==> config.mk <==
export PLATFORM = sky130hd
export DESIGN_NAME = vga_sync_gen
export DESIGN_NICKNAME = d
export VERILOG_FILES = /design/src/rtl/vga_timing_pkg.sv /design/src/rtl/pixel_tick_gen.sv /design/src/rtl/vga_sync_gen.sv
export SDC_FILE = /design/constraint.sdc
export NUM_CORES = 1
export LEC_CHECK = 0
export ABC_CLOCK_PERIOD_IN_PS = 4010
export CAP_MARGIN = 20
export CORE_UTILIZATION = 45
export DETAILED_ROUTE_END_ITERATION = 12
export PLACE_DENSITY_LB_ADDON = 0.25
export SYNTH_ARGS = -nofsm -noshare
export SYNTH_HDL_FRONTEND = slang
export SYNTH_SLANG_ARGS = --single-unit
==> constraint.sdc <==
create_clock -name clk -period 4.01 [get_ports clk]
set_input_delay 0.802 -clock clk [delete_from_list [all_inputs] [get_ports clk]]
set_output_delay 0.802 -clock clk [all_outputs]
set_load 0.03 [all_outputs]
==> src/rtl/vga_timing_pkg.sv <==
// Shared 640x480@60 Hz timing constants and helpers for the sync generator
// and the character/RGB stage downstream of it.
package vga_timing_pkg;

  localparam int VGA_H_DISPLAY = 640;
  localparam int VGA_H_FRONT   = 16;
  localparam int VGA_H_SYNC    = 96;
  localparam int VGA_H_BACK    = 48;
  localparam int VGA_H_TOTAL   = VGA_H_DISPLAY + VGA_H_FRONT + VGA_H_SYNC + VGA_H_BACK;

  localparam int VGA_V_DISPLAY = 480;
  localparam int VGA_V_FRONT   = 10;
  localparam int VGA_V_SYNC    = 2;
  localparam int VGA_V_BACK    = 33;
  localparam int VGA_V_TOTAL   = VGA_V_DISPLAY + VGA_V_FRONT + VGA_V_SYNC + VGA_V_BACK;

  // Both sync pulses are active low for this mode.
  localparam logic SYNC_ACTIVE = 1'b0;

  localparam int COORD_W   = 10;
  localparam int COORD_MAX = 1 << COORD_W;

  // True when lo <= v < lo+len.
  function automatic logic in_window(input logic [COORD_W-1:0] v, input int lo, input int len);
    return (int'(v) >= lo) && (int'(v) < lo + len);
  endfunction

endpackage

==> src/rtl/pixel_tick_gen.sv <==
// Divides the system clock into a registered one-clock pixel enable pulse.
module pixel_tick_gen
  import vga_timing_pkg::*;
#(
  parameter int CLK_DIV = 2
) (
  input  logic clk,
  input  logic reset,
  output logic p_tick
);

  localparam int DIV_W = $clog2(CLK_DIV);
  localparam logic [DIV_W-1:0] DIV_LAST = DIV_W'(CLK_DIV - 1);

  logic [DIV_W-1:0] div_q, div_d;
  logic             tick_q, tick_d;

  // Wrap the divider and flag the cycle after it sat at its last count.
  always_comb begin
    div_d  = (div_q == DIV_LAST) ? '0 : div_q + 1'b1;
    tick_d = (div_q == DIV_LAST);
  end

  // Divider and tick registers.
  always_ff @(posedge clk) begin
    if (reset) begin
      div_q  <= '0;
      tick_q <= 1'b0;
    end else begin
      div_q  <= div_d;
      tick_q <= tick_d;
    end
  end

  assign p_tick = tick_q;

endmodule

==> src/rtl/vga_sync_gen.sv <==
// VGA timing generator: pixel/line counters with registered sync, blanking
// and frame-start outputs, all aligned with the published coordinates.
module vga_sync_gen
  import vga_timing_pkg::*;
#(
  parameter int CLK_DIV   = 2,
  parameter int H_DISPLAY = VGA_H_DISPLAY,
  parameter int H_FRONT   = VGA_H_FRONT,
  parameter int H_SYNC    = VGA_H_SYNC,
  parameter int H_BACK    = VGA_H_BACK,
  parameter int V_DISPLAY = VGA_V_DISPLAY,
  parameter int V_FRONT   = VGA_V_FRONT,
  parameter int V_SYNC    = VGA_V_SYNC,
  parameter int V_BACK    = VGA_V_BACK
) (
  input  logic               clk,
  input  logic               reset,
  output logic               p_tick,
  output logic [COORD_W-1:0] pixel_x,
  output logic [COORD_W-1:0] pixel_y,
  output logic               video_on,
  output logic               hsync,
  output logic               vsync,
  output logic               frame_start
);

  localparam int H_TOTAL = H_DISPLAY + H_FRONT + H_SYNC + H_BACK;
  localparam int V_TOTAL = V_DISPLAY + V_FRONT + V_SYNC + V_BACK;

  // Counters are COORD_W bits wide; larger timings cannot be represented.
  if (H_TOTAL > COORD_MAX || V_TOTAL > COORD_MAX) begin : g_bad_total
    $fatal(1, "vga_sync_gen: H_TOTAL/V_TOTAL exceed counter range");
  end
  if (CLK_DIV < 2) begin : g_bad_div
    $fatal(1, "vga_sync_gen: CLK_DIV must be at least 2");
  end

  localparam logic [COORD_W-1:0] X_LAST = COORD_W'(H_TOTAL - 1);
  localparam logic [COORD_W-1:0] Y_LAST = COORD_W'(V_TOTAL - 1);

  logic               tick;
  logic [COORD_W-1:0] x_q, x_d, y_q, y_d;
  logic               hsync_q, hsync_d;
  logic               vsync_q, vsync_d;
  logic               video_on_q, video_on_d;
  logic               frame_start_q, frame_start_d;

  pixel_tick_gen #(
    .CLK_DIV(CLK_DIV)
  ) u_tick (
    .clk   (clk),
    .reset (reset),
    .p_tick(tick)
  );

  // Advance counters on a tick; decode from next-state so outputs line up with coordinates.
  always_comb begin
    x_d           = x_q;
    y_d           = y_q;
    frame_start_d = 1'b0;
    if (tick) begin
      if (x_q == X_LAST) begin
        x_d = '0;
        if (y_q == Y_LAST) begin
          y_d           = '0;
          frame_start_d = 1'b1;
        end else begin
          y_d = y_q + 1'b1;
        end
      end else begin
        x_d = x_q + 1'b1;
      end
    end
    hsync_d    = in_window(x_d, H_DISPLAY + H_FRONT, H_SYNC) ? SYNC_ACTIVE : ~SYNC_ACTIVE;
    vsync_d    = in_window(y_d, V_DISPLAY + V_FRONT, V_SYNC) ? SYNC_ACTIVE : ~SYNC_ACTIVE;
    video_on_d = (int'(x_d) < H_DISPLAY) && (int'(y_d) < V_DISPLAY);
  end

  // Counter and output registers; reset returns everything to the (0,0) state.
  always_ff @(posedge clk) begin
    if (reset) begin
      x_q           <= '0;
      y_q           <= '0;
      hsync_q       <= ~SYNC_ACTIVE;
      vsync_q       <= ~SYNC_ACTIVE;
      video_on_q    <= 1'b1;
      frame_start_q <= 1'b0;
    end else begin
      x_q           <= x_d;
      y_q           <= y_d;
      hsync_q       <= hsync_d;
      vsync_q       <= vsync_d;
      video_on_q    <= video_on_d;
      frame_start_q <= frame_start_d;
    end
  end

  assign p_tick      = tick;
  assign pixel_x     = x_q;
  assign pixel_y     = y_q;
  assign hsync       = hsync_q;
  assign vsync       = vsync_q;
  assign video_on    = video_on_q;
  assign frame_start = frame_start_q;

endmodule

Word-level counts from Yosys, hierarchy flattened. Cells that the tools add are included.

$lt $le $gt $ge: 6. Reductions and logical operators: 5. Multiplexer cells: 8. Eq/ne operators: 2. $add $sub $neg: 3. Bitwise gates (word level): 2.

Operator list (number): 10-bit 2-to-1 mux (5); 10-bit by 1-bit adder with 10-bit output (second input constant) (2); 10-bit == test (second input constant) (2); 10-bit less-than comparator (second input constant) (2); 10-bit by 9-bit less-than comparator with 1-bit output (second input constant) (2); 10-bit greater-or-equal comparator (second input constant) (1); 10-bit by 9-bit greater-or-equal comparator with 1-bit output (second input constant) (1); 1-bit logical AND (3); 1-bit 2-to-1 mux (3); 3-bit OR reduction (1); 1-bit inverter (2); 2-bit OR reduction (1); 1-bit adder (second input constant) (1).

Flip-flop bits (word level): 26. Output and inout bits: 25.

Depth between registers and ports, before layout. Gate-level depths: netlist of run 1.

Depth after elaboration: 7. Gate-level depth with buffers: 8. Gate-level depth less buffers: 8.

Modules after synthesis. Synthesis of run 1 repeated with hierarchy kept, for this count alone.

Cells, all modules: 177. Area, all modules: 1560.2 um2.

Modules (own cells, without submodules): vga_sync_gen (instances 1, cells an instance 173, area an instance 1502.7 um2); pixel_tick_gen (instances 1, cells an instance 4, area an instance 57.6 um2).

Worst setup path before layout of run 1. Ideal clock, no wire load.

Path type: reg2reg. Start point: reg x_q[0] (netlist: pixel_x[0]). End point: reg video_on_q (netlist: video_on). Required time: 3.895 ns. Setup time: 0.115 ns. Setup slack: 1.170 ns. Data arrival time: 2.725 ns. Stages on the path, launching flop included: 9. Cell sequence: dfxtp_1 ha_1 nand3_1 or4_4 buf_6 or3_4 xor2_1 or4b_1 a31o_1.

Cells in the longest elaborated chain, start to end: 5.

Ends and longest elaborated chain: start, declared (RTL line vga_sync_gen.sv:42) `logic [COORD_W-1:0] x_q, x_d, y_q, y_d;`; start signal, assigned (RTL line vga_sync_gen.sv:82) `x_q <= '0;`; start signal, assigned (RTL line vga_sync_gen.sv:89) `x_q <= x_d;`; 10-bit by 1-bit adder with 10-bit output or 10-bit == test (tied branches) (RTL line vga_sync_gen.sv:71, vga_sync_gen.sv:62); 10-bit 2-to-1 mux (RTL line vga_sync_gen.sv:62) `if (x_q == X_LAST) begin`; 10-bit 2-to-1 mux (RTL line vga_sync_gen.sv:61) `if (tick) begin`; 10-bit less-than comparator or 10-bit by 9-bit less-than comparator with 1-bit output (tied branches) (RTL line vga_sync_gen.sv:76) `video_on_d = (int'(x_d) < H_DISPLAY) && (int'(y_d) < V_DISPLAY);`; 1-bit logical AND * (RTL line vga_sync_gen.sv:76); end signal, assigned (RTL line vga_sync_gen.sv:93) `video_on_q <= video_on_d;`; end, declared (RTL line vga_sync_gen.sv:45) `logic video_on_q, video_on_d;`.

Mark *: on every way between the ends. The rest lies on a longest branch, timed or not. A chain may end at the register's enable or synchronous reset.

Worst setup path after layout of run 1. Same ends and word-level chain as after synthesis.

==> impl_metrics.csv, run 1 <==
group,metric,value,unit
timing,fmaxAchievable,373,MHz
global_routing,largest_net_degree_at_the_start_of_global_routing,25,
logic_synthesis,synth-seq-cells,26,
cts,clockRootBuffer,"sky130_fd_sc_hd__clkbuf_4",
floorplan,floorplan.die_area,3000,sq um
detailed_routing,vias,1136,
cts,ctsResizeCount,0,
detailed_routing,wirelength,2850,um
cts,clock_insertion_delay_worst_skew,0.35,ns
cts,clkSlewWorstSetupHoldPaths,0.17,ns
detailed_routing,drt_drc_violations_left,0,
timing,max_slew.worst_pin.slew,0.854,ns
setup_path,worst-r2r-cell-count,7,
timing,setup_violations,0,
cts,cts.sinks,26,
setup_path,worst-path-max-fanout,7,
cells_and_area,drive_gt1_share,5.26,%
hold_path,hp-class,"reg2reg",
setup_path,arr_time_crit_path,2.95,ns
outcome,outcome,"finished clean",
job,max_cap_viol_count,0,
logic_synthesis,ys_warn_count,0,
global_routing,use_met1,31.2,%
setup_path,worst_path_largest_cell_delay,0.53,ns
power_and_ir_drop,power_per_cell_area,295,nW/um^2
cells_and_area,nNetsFinal,177,
global_routing,gr-usage-met2,36.3,%
floorplan,chipWidth,54.7,um
cts,cts_hold_buffers,0,
detailed_routing,detail_route.wl_per_cell,14.2,um
floorplan,fp.dieH,54.7,um
setup_path,timing.critical_path.from_type,"register",
setup_path,end_kind,"register",
setup_path,path_delay_family,"simple AND/OR/NAND/NOR gates",
placed_design,hpwl_detailed,2060,um
cts,cts_htree_levels,1,
power_and_ir_drop,irDropWorstVdd,0.232,mV
placed_design,gp_congestion,0.827,
setup_path,timing.critical_path.cells,"ha_1 > nand3_1 > or4_4 > or3_4 > xor2_1 > or4b_1 > a31o_1",
power_and_ir_drop,power_leakage,0.534,nW
global_routing,grt_antenna_before_repair,0,
timing,final.period_utilization,66.9,%
logic_synthesis,synthesis.area,1250,sq um
global_routing,global_route.usage.total,23.0,%
logic_synthesis,synth_edf_count,0,
setup_path,r2r-start,"pixel_x[0]$_SDFF_PP0_",
global_routing,grt_overflow_total,0,
timing,max_slew_margin,42.9,%
global_routing,met3_use_gr,3.06,%
detailed_routing,dr.first_iter.drc_count,35,
logic_synthesis,yosys.cell_types.count,38,
timing,rsz0062_at_grt,"no",
timing,maxSlewViolCount,0,
cells_and_area,growth_of_design_area_from_synthesis_to_finish,26.3,%
global_routing,grt_pass1_wl,4850,um
cts,cts_post_setup_buffers_inserted,0,
timing,worst_hold_slack,0.417,ns
global_routing,via_count_of_the_first_global_routing_pass,1041,
cts,cts_tree,"done",
timing,post-route-min-period,2.68,ns
hold_path,holdPathStages,1,
hold_path,whs_endpoint,"u_tick.div_q$_SDFF_PP0_",
placed_design,pre_cts_slack,1.31,ns
power_and_ir_drop,finalPower,0.466,mW
logic_synthesis,dominantRegCellSynth,"sky130_fd_sc_hd__dfxtp_1",
floorplan,io_pins,27,
timing,finalSetupTns,0,ns
setup_path,timing.critical_path.slowest_stage_cell,"sky130_fd_sc_hd__or4_4",
detailed_routing,post_drt_via_cell_ratio,5.65,
logic_synthesis,synthesized_netlist_cell_count,147,
setup_path,path_depth,7,
logic_synthesis,postSynthAreaPerCell,8.51,sq um
setup_path,r2r_setup_slack,1.33,ns
timing,finalClockSkew,0.0236,ns
global_routing,busiest_layer,"met2",
timing,finalHoldViolations,0,
cts,cts_inserted_buffers,3,
timing,final_critical_path_setup_slack,1.33,ns
detailed_routing,drt_pre_antenna_iters,4,
logic_synthesis,ys_async_sr_fraction,0,%
cells_and_area,num_antenna_cells,0,
floorplan,row_count,18,
setup_path,worstReg2RegEnd,"video_on$_SDFF_PP1_",
detailed_routing,antenna_violating_nets_post_route,0,
setup_path,worstPathBufferInverterCount,0,
floorplan,initial_utilization,49.2,%
placed_design,portBuffers,26,
logic_synthesis,postSynthNetCount,152,
cts,ctsLongestPathBuffers,2,
hold_path,hold_path.startpoint,"u_tick.div_q$_SDFF_PP0_",
logic_synthesis,ys_seq_area_share,41.6,%
setup_path,path_class,"reg2reg",
setup_path,worstPathRequired,4.27,ns
floorplan,core_area,2540,sq um
==> synth_stat cells, drive strengths merged, types with 2 or more instances <==
library cell  instances  area, sq um
nand3                 7         35.0
nand4bb               2         22.5
nand2                12         45.0
nand4                 5         31.3
or4                   2         18.8
or3                   2         17.5
o31ai                 2         15.0
clkbuf                5         18.8
dfxtp                26          521
o21ai                 3         15.0
nor4                  3         18.8
inv                   4         15.0
buf                   2         16.3
mux2i                 2         20.0
ha                    3         37.5
xnor2                 5         43.8
nor2                 19         71.3
xor2                  7         61.3
nor2b                 3         18.8
nor3                 12         60.1
a21oi                 6         30.0
and2                  2         12.5
==> area by class of cell <==
cell class                 count  area [sq um]
timing repair buffer          27           268
inverter                       4          15.0
fill                         238           965
clock inverter                 1          30.0
sequential                    26           520
multi-input combinational    110           687
tap                           30          37.5
clock buffer                   3          22.5
==> where the power goes <==
group          leakage [nW]  switching (mW)  internal, mW
Clock                0.0279          0.0865         0.101
Sequential            0.210         0.00272         0.261
Combinational         0.296         0.00866       0.00565
==> placed cells by master, fill, tap and decap left out, drive strengths merged <==
cell | netlist | routed
o31ai | 2 | 2
nor2 | 19 | 19
a211oi | 1 | 1
a31o | 1 | 1
a31oi | 1 | 1
nand4 | 5 | 5
or4 | 2 | 2
a21oi | 6 | 6
o21ai | 3 | 3
buf | 2 | 1
o211a | 1 | 1
nor4 | 3 | 3
and3 | 1 | 1
mux2i | 2 | 2
clkdlybuf4s50 | 0 | 26
nand2 | 12 | 12
nor3 | 12 | 12
dfxtp | 26 | 26
or3 | 2 | 2
or2 | 1 | 1
and2 | 2 | 2
o2bb2a | 1 | 1
or4b | 1 | 1
xor2 | 7 | 7
ha | 3 | 3
o211ai | 1 | 1
bufinv | 0 | 1
inv | 4 | 4
nor4b | 1 | 1
nand4b | 1 | 1
nand3 | 7 | 7
nand4bb | 2 | 2
clkbuf | 5 | 3
nor2b | 3 | 3
o22a | 1 | 1
a22oi | 1 | 1
xnor2 | 5 | 5
==> worst max-delay path by stage <==
stage                          startpoint             endpoint  slack (ns)
floorplan           pixel_x[0]$_SDFF_PP0_  video_on$_SDFF_PP1_        1.17
global placement    pixel_x[0]$_SDFF_PP0_  video_on$_SDFF_PP1_        1.40
detailed placement  pixel_x[0]$_SDFF_PP0_  video_on$_SDFF_PP1_        1.31
CTS                 pixel_x[0]$_SDFF_PP0_  video_on$_SDFF_PP1_        1.29
global route        pixel_x[0]$_SDFF_PP0_     vsync$_SDFF_PP1_        1.19
finish              pixel_x[0]$_SDFF_PP0_  video_on$_SDFF_PP1_        1.33
==> metal layers <==
metal / part of all wire [%] / vias to the layer above
li1: - / 576
met2: 48 / 20
met3: 3.1 / 5
met1: 47 / 535
met4: 1.6 / 0
met5: 0 / -
==> registers in the layout, summed over array words and instances, names as in the netlist <==
register and count:
pixel_x 10, pixel_y 10, hsync 1, u_tick.p_tick 1, frame_start 1, video_on 1, u_tick.div_q 1, vsync 1
==> cell families after synthesis <==
| logic type | count (synthesis) | synth area share, % |
|---|---|---|
| fa+ha+maj | 3 | 3.00 |
| xor+xnor | 12 | 8.40 |
| compound gates | 19 | 10.1 |
| buf+inv | 11 | 4.00 |
| simple gates | 74 | 31.3 |
| mux | 2 | 1.60 |
| flops | 26 | 41.6 |
==> metrics by stage <==
stage	util, %	cells	cell area, sq um
3_3_place_gp	60.0	197	1530
6_report	62.1	201	1580
5_1_grt	62.1	201	1580
3_5_place_dp	60.0	197	1530
2_1_floorplan	-	147	1250
4_1_cts	62.1	201	1580
==> worst register-to-register path, stage by stage, from the launching register on <==
cell and delay [ns]:
sky130_fd_sc_hd__dfxtp_1 0.42, sky130_fd_sc_hd__ha_1 0.21, sky130_fd_sc_hd__nand3_1 0.19, sky130_fd_sc_hd__or4_4 0.53
sky130_fd_sc_hd__or3_4 0.41, sky130_fd_sc_hd__xor2_1 0.16, sky130_fd_sc_hd__or4b_1 0.49, sky130_fd_sc_hd__a31o_1 0.22
Note: power is estimated with default switching activity, not from simulation.
==> inputs of run 2 (changes only) <==
--- a/config.mk
+++ b/config.mk
@@ -5,9 +5,9 @@
 export SDC_FILE = /design/constraint.sdc
 export NUM_CORES = 1
 export LEC_CHECK = 0
-export ABC_CLOCK_PERIOD_IN_PS = 4010
+export ABC_CLOCK_PERIOD_IN_PS = 2430
 export CAP_MARGIN = 20
-export CORE_UTILIZATION = 45
+export CORE_UTILIZATION = 44
 export DETAILED_ROUTE_END_ITERATION = 12
 export PLACE_DENSITY_LB_ADDON = 0.25
 export SYNTH_ARGS = -nofsm -noshare
==> constraint.sdc (replaced) <==
create_clock -name clk -period 2.43 [get_ports clk]
set_input_delay 0.486 -clock clk [delete_from_list [all_inputs] [get_ports clk]]
set_output_delay 0.486 -clock clk [all_outputs]
set_load 0.03 [all_outputs]
==> impl_metrics.csv, run 2 (synthesis gave the netlist of run 1 again) <==
group,metric,value,unit
outcome,outcome,"finished, violations left",
outcome,violations,"setup timing",
global_routing,via_count_of_the_first_global_routing_pass,1128,
global_routing,grt_antenna_before_repair,0,
cells_and_area,layout.cells.most_common,"sky130_fd_sc_hd__clkdlybuf4s50_1",
setup_path,path_class,"reg2reg",
cells_and_area,final_cell_mix,"sky130_fd_sc_hd__clkdlybuf4s50_1 (26), sky130_fd_sc_hd__nor2_1 (19), sky130_fd_sc_hd__dfxtp_1 (16)",
detailed_routing,post_drt_via_cell_ratio,5.68,
floorplan,floorplan.die_area,3060,sq um
timing,rsz0062_at_grt,"yes",
timing,post-route-min-period,2.46,ns
setup_path,worst-path-max-fanout,2,
detailed_routing,vias,1210,
global_routing,grt_overflow_total,0,
detailed_routing,detail_route.wl_per_cell,14.2,um
floorplan,core_area,2590,sq um
detailed_routing,drt_drc_violations_left,0,
global_routing,grt_pass1_wl,5220,um
setup_path,end_kind,"register",
global_routing,global_route.usage.total,21.2,%
power_and_ir_drop,finalPower,0.755,mW
detailed_routing,antenna_violating_nets_post_route,0,
hold_path,whs_endpoint,"u_tick.div_q$_SDFF_PP0_",
setup_path,arr_time_crit_path,2.70,ns
detailed_routing,wirelength,3020,um
cells_and_area,num_antenna_cells,0,
placed_design,hpwl_detailed,2260,um
cts,cts_inserted_buffers,3,
timing,max_slew.worst_pin.slew,0.463,ns
cts,clockRootBuffer,"sky130_fd_sc_hd__clkbuf_4",
detailed_routing,drt_pre_antenna_iters,4,
placed_design,gp_congestion,0.849,
setup_path,r2r-start,"pixel_x[5]$_SDFF_PP0_",
timing,final.period_utilization,101,%
timing,setup_violations,2,
cts,clkSlewWorstSetupHoldPaths,0.14,ns
setup_path,r2r_setup_slack,-0.03,ns
hold_path,hold_path.startpoint,"u_tick.div_q$_SDFF_PP0_",
floorplan,initial_utilization,48.3,%
cts,clock_insertion_delay_worst_skew,0.33,ns
cts,cts_hold_buffers,0,
hold_path,hp-class,"reg2reg",
cts,cts_htree_levels,1,
floorplan,io_pins,27,
setup_path,worstReg2RegEnd,"video_on$_SDFF_PP1_",
timing,finalClockSkew,0.00307,ns
timing,final_critical_path_setup_slack,-0.0328,ns
cts,ctsLongestPathBuffers,2,
placed_design,pre_cts_slack,-0.0476,ns
power_and_ir_drop,power_per_cell_area,431,nW/um^2
cells_and_area,drive_gt1_share,19.7,%
power_and_ir_drop,power_leakage,0.602,nW
global_routing,largest_net_degree_at_the_start_of_global_routing,18,
timing,maxSlewViolCount,0,
cells_and_area,nNetsFinal,189,
cells_and_area,growth_of_design_area_from_synthesis_to_finish,40.1,%
setup_path,worstPathRequired,2.67,ns
power_and_ir_drop,irDropWorstVdd,0.442,mV
detailed_routing,dr.first_iter.drc_count,45,
floorplan,fp.dieH,55.3,um
timing,max_slew_margin,68.9,%
timing,fmaxAchievable,406,MHz
placed_design,portBuffers,26,
cells_and_area,fill_cells,222,
setup_path,timing.critical_path.from_type,"register",
timing,finalHoldViolations,0,
setup_path,worst-r2r-cell-count,6,
hold_path,holdPathStages,1,
job,max_cap_viol_count,0,
cts,cts.sinks,26,
cts,cts_tree,"done",
floorplan,chipWidth,55.3,um
floorplan,row_count,18,
-- run 2: cell types whose count changed in the layout (fill, tap and decap cells not counted), moves of 3 or more --
cell / delta
sky130_fd_sc_hd__buf_4: +12
sky130_fd_sc_hd__dfxtp_1: -10
sky130_fd_sc_hd__dfxtp_4: +7
sky130_fd_sc_hd__dfxtp_2: +3
-- run 2: cell type report --
type,count,area (sq um),area share [%]
clock buffer,3,22.5,1.28
clock inverter,1,30.0,1.71
inverter,4,15.0,0.857
multi-input combinational,110,739,42.2
sequential,26,551,31.4
tap,30,37.5,2.14
timing repair buffer,39,358,20.4
-- run 2: worst max path at each step --
stage,startpoint,endpoint,slack [ns]
2_1_floorplan,pixel_x[6]$_SDFF_PP0_,video_on$_SDFF_PP1_,-0.12
6_report,pixel_x[5]$_SDFF_PP0_,video_on$_SDFF_PP1_,-0.03
3_3_place_gp,pixel_x[6]$_SDFF_PP0_,video_on$_SDFF_PP1_,0.004
3_5_place_dp,pixel_x[6]$_SDFF_PP0_,vsync$_SDFF_PP1_,-0.05
5_1_grt,pixel_x[5]$_SDFF_PP0_,video_on$_SDFF_PP1_,-0.10
4_1_cts,pixel_x[6]$_SDFF_PP0_,video_on$_SDFF_PP1_,-0.04
-- run 2: power breakdown --
part | internal [mW] | switching (mW)
registers | 0.424 | 0.00546
clock network | 0.167 | 0.133
logic | 0.0110 | 0.0146
-- run 2: stage by stage --
| stage | TNS [ns] | utilization [%] | cell area (sq um) | hold slack (ns) | instances |
|---|---|---|---|---|---|
| 3_3_place_gp | 0 | 64.3 | 1670 | 0.394 | 208 |
| 6_report | -0.0578 | 67.7 | 1750 | 0.430 | 213 |
| 4_1_cts | -0.0715 | 67.0 | 1730 | 0.435 | 212 |
| 2_1_floorplan | -0.214 | - | 1310 | 0.385 | 147 |
| 5_1_grt | -0.190 | 67.7 | 1750 | 0.458 | 213 |
| 3_5_place_dp | -0.0947 | 64.3 | 1670 | 0.411 | 208 |
-- run 2: routing by layer --
layer | GRT usage (%) | routed length, um | vias up
met1 | 30.3 | 1440 | 563
li1 | - | - | 596
met2 | 31.5 | 1320 | 44
met3 | 4.68 | 200 | 7
met5 | 0 | 0 | -
met4 | 7.14 | 52 | 0
-- run 2: repair_timing --
item	4_1_cts	5_1_grt
endpoints found under the setup margin	2	2
buffers inserted	0	1
pin swaps	0	1
resized for setup	1	2
-- run 2: worst max-delay path, stage by stage, from the launching register on --
cell and delay [ns]:
sky130_fd_sc_hd__dfxtp_4 0.37, sky130_fd_sc_hd__nand4bb_4 0.22, sky130_fd_sc_hd__or4_4 0.52, sky130_fd_sc_hd__or3_4 0.41
sky130_fd_sc_hd__xor2_2 0.15, sky130_fd_sc_hd__or4b_4 0.49, sky130_fd_sc_hd__a31o_1 0.22
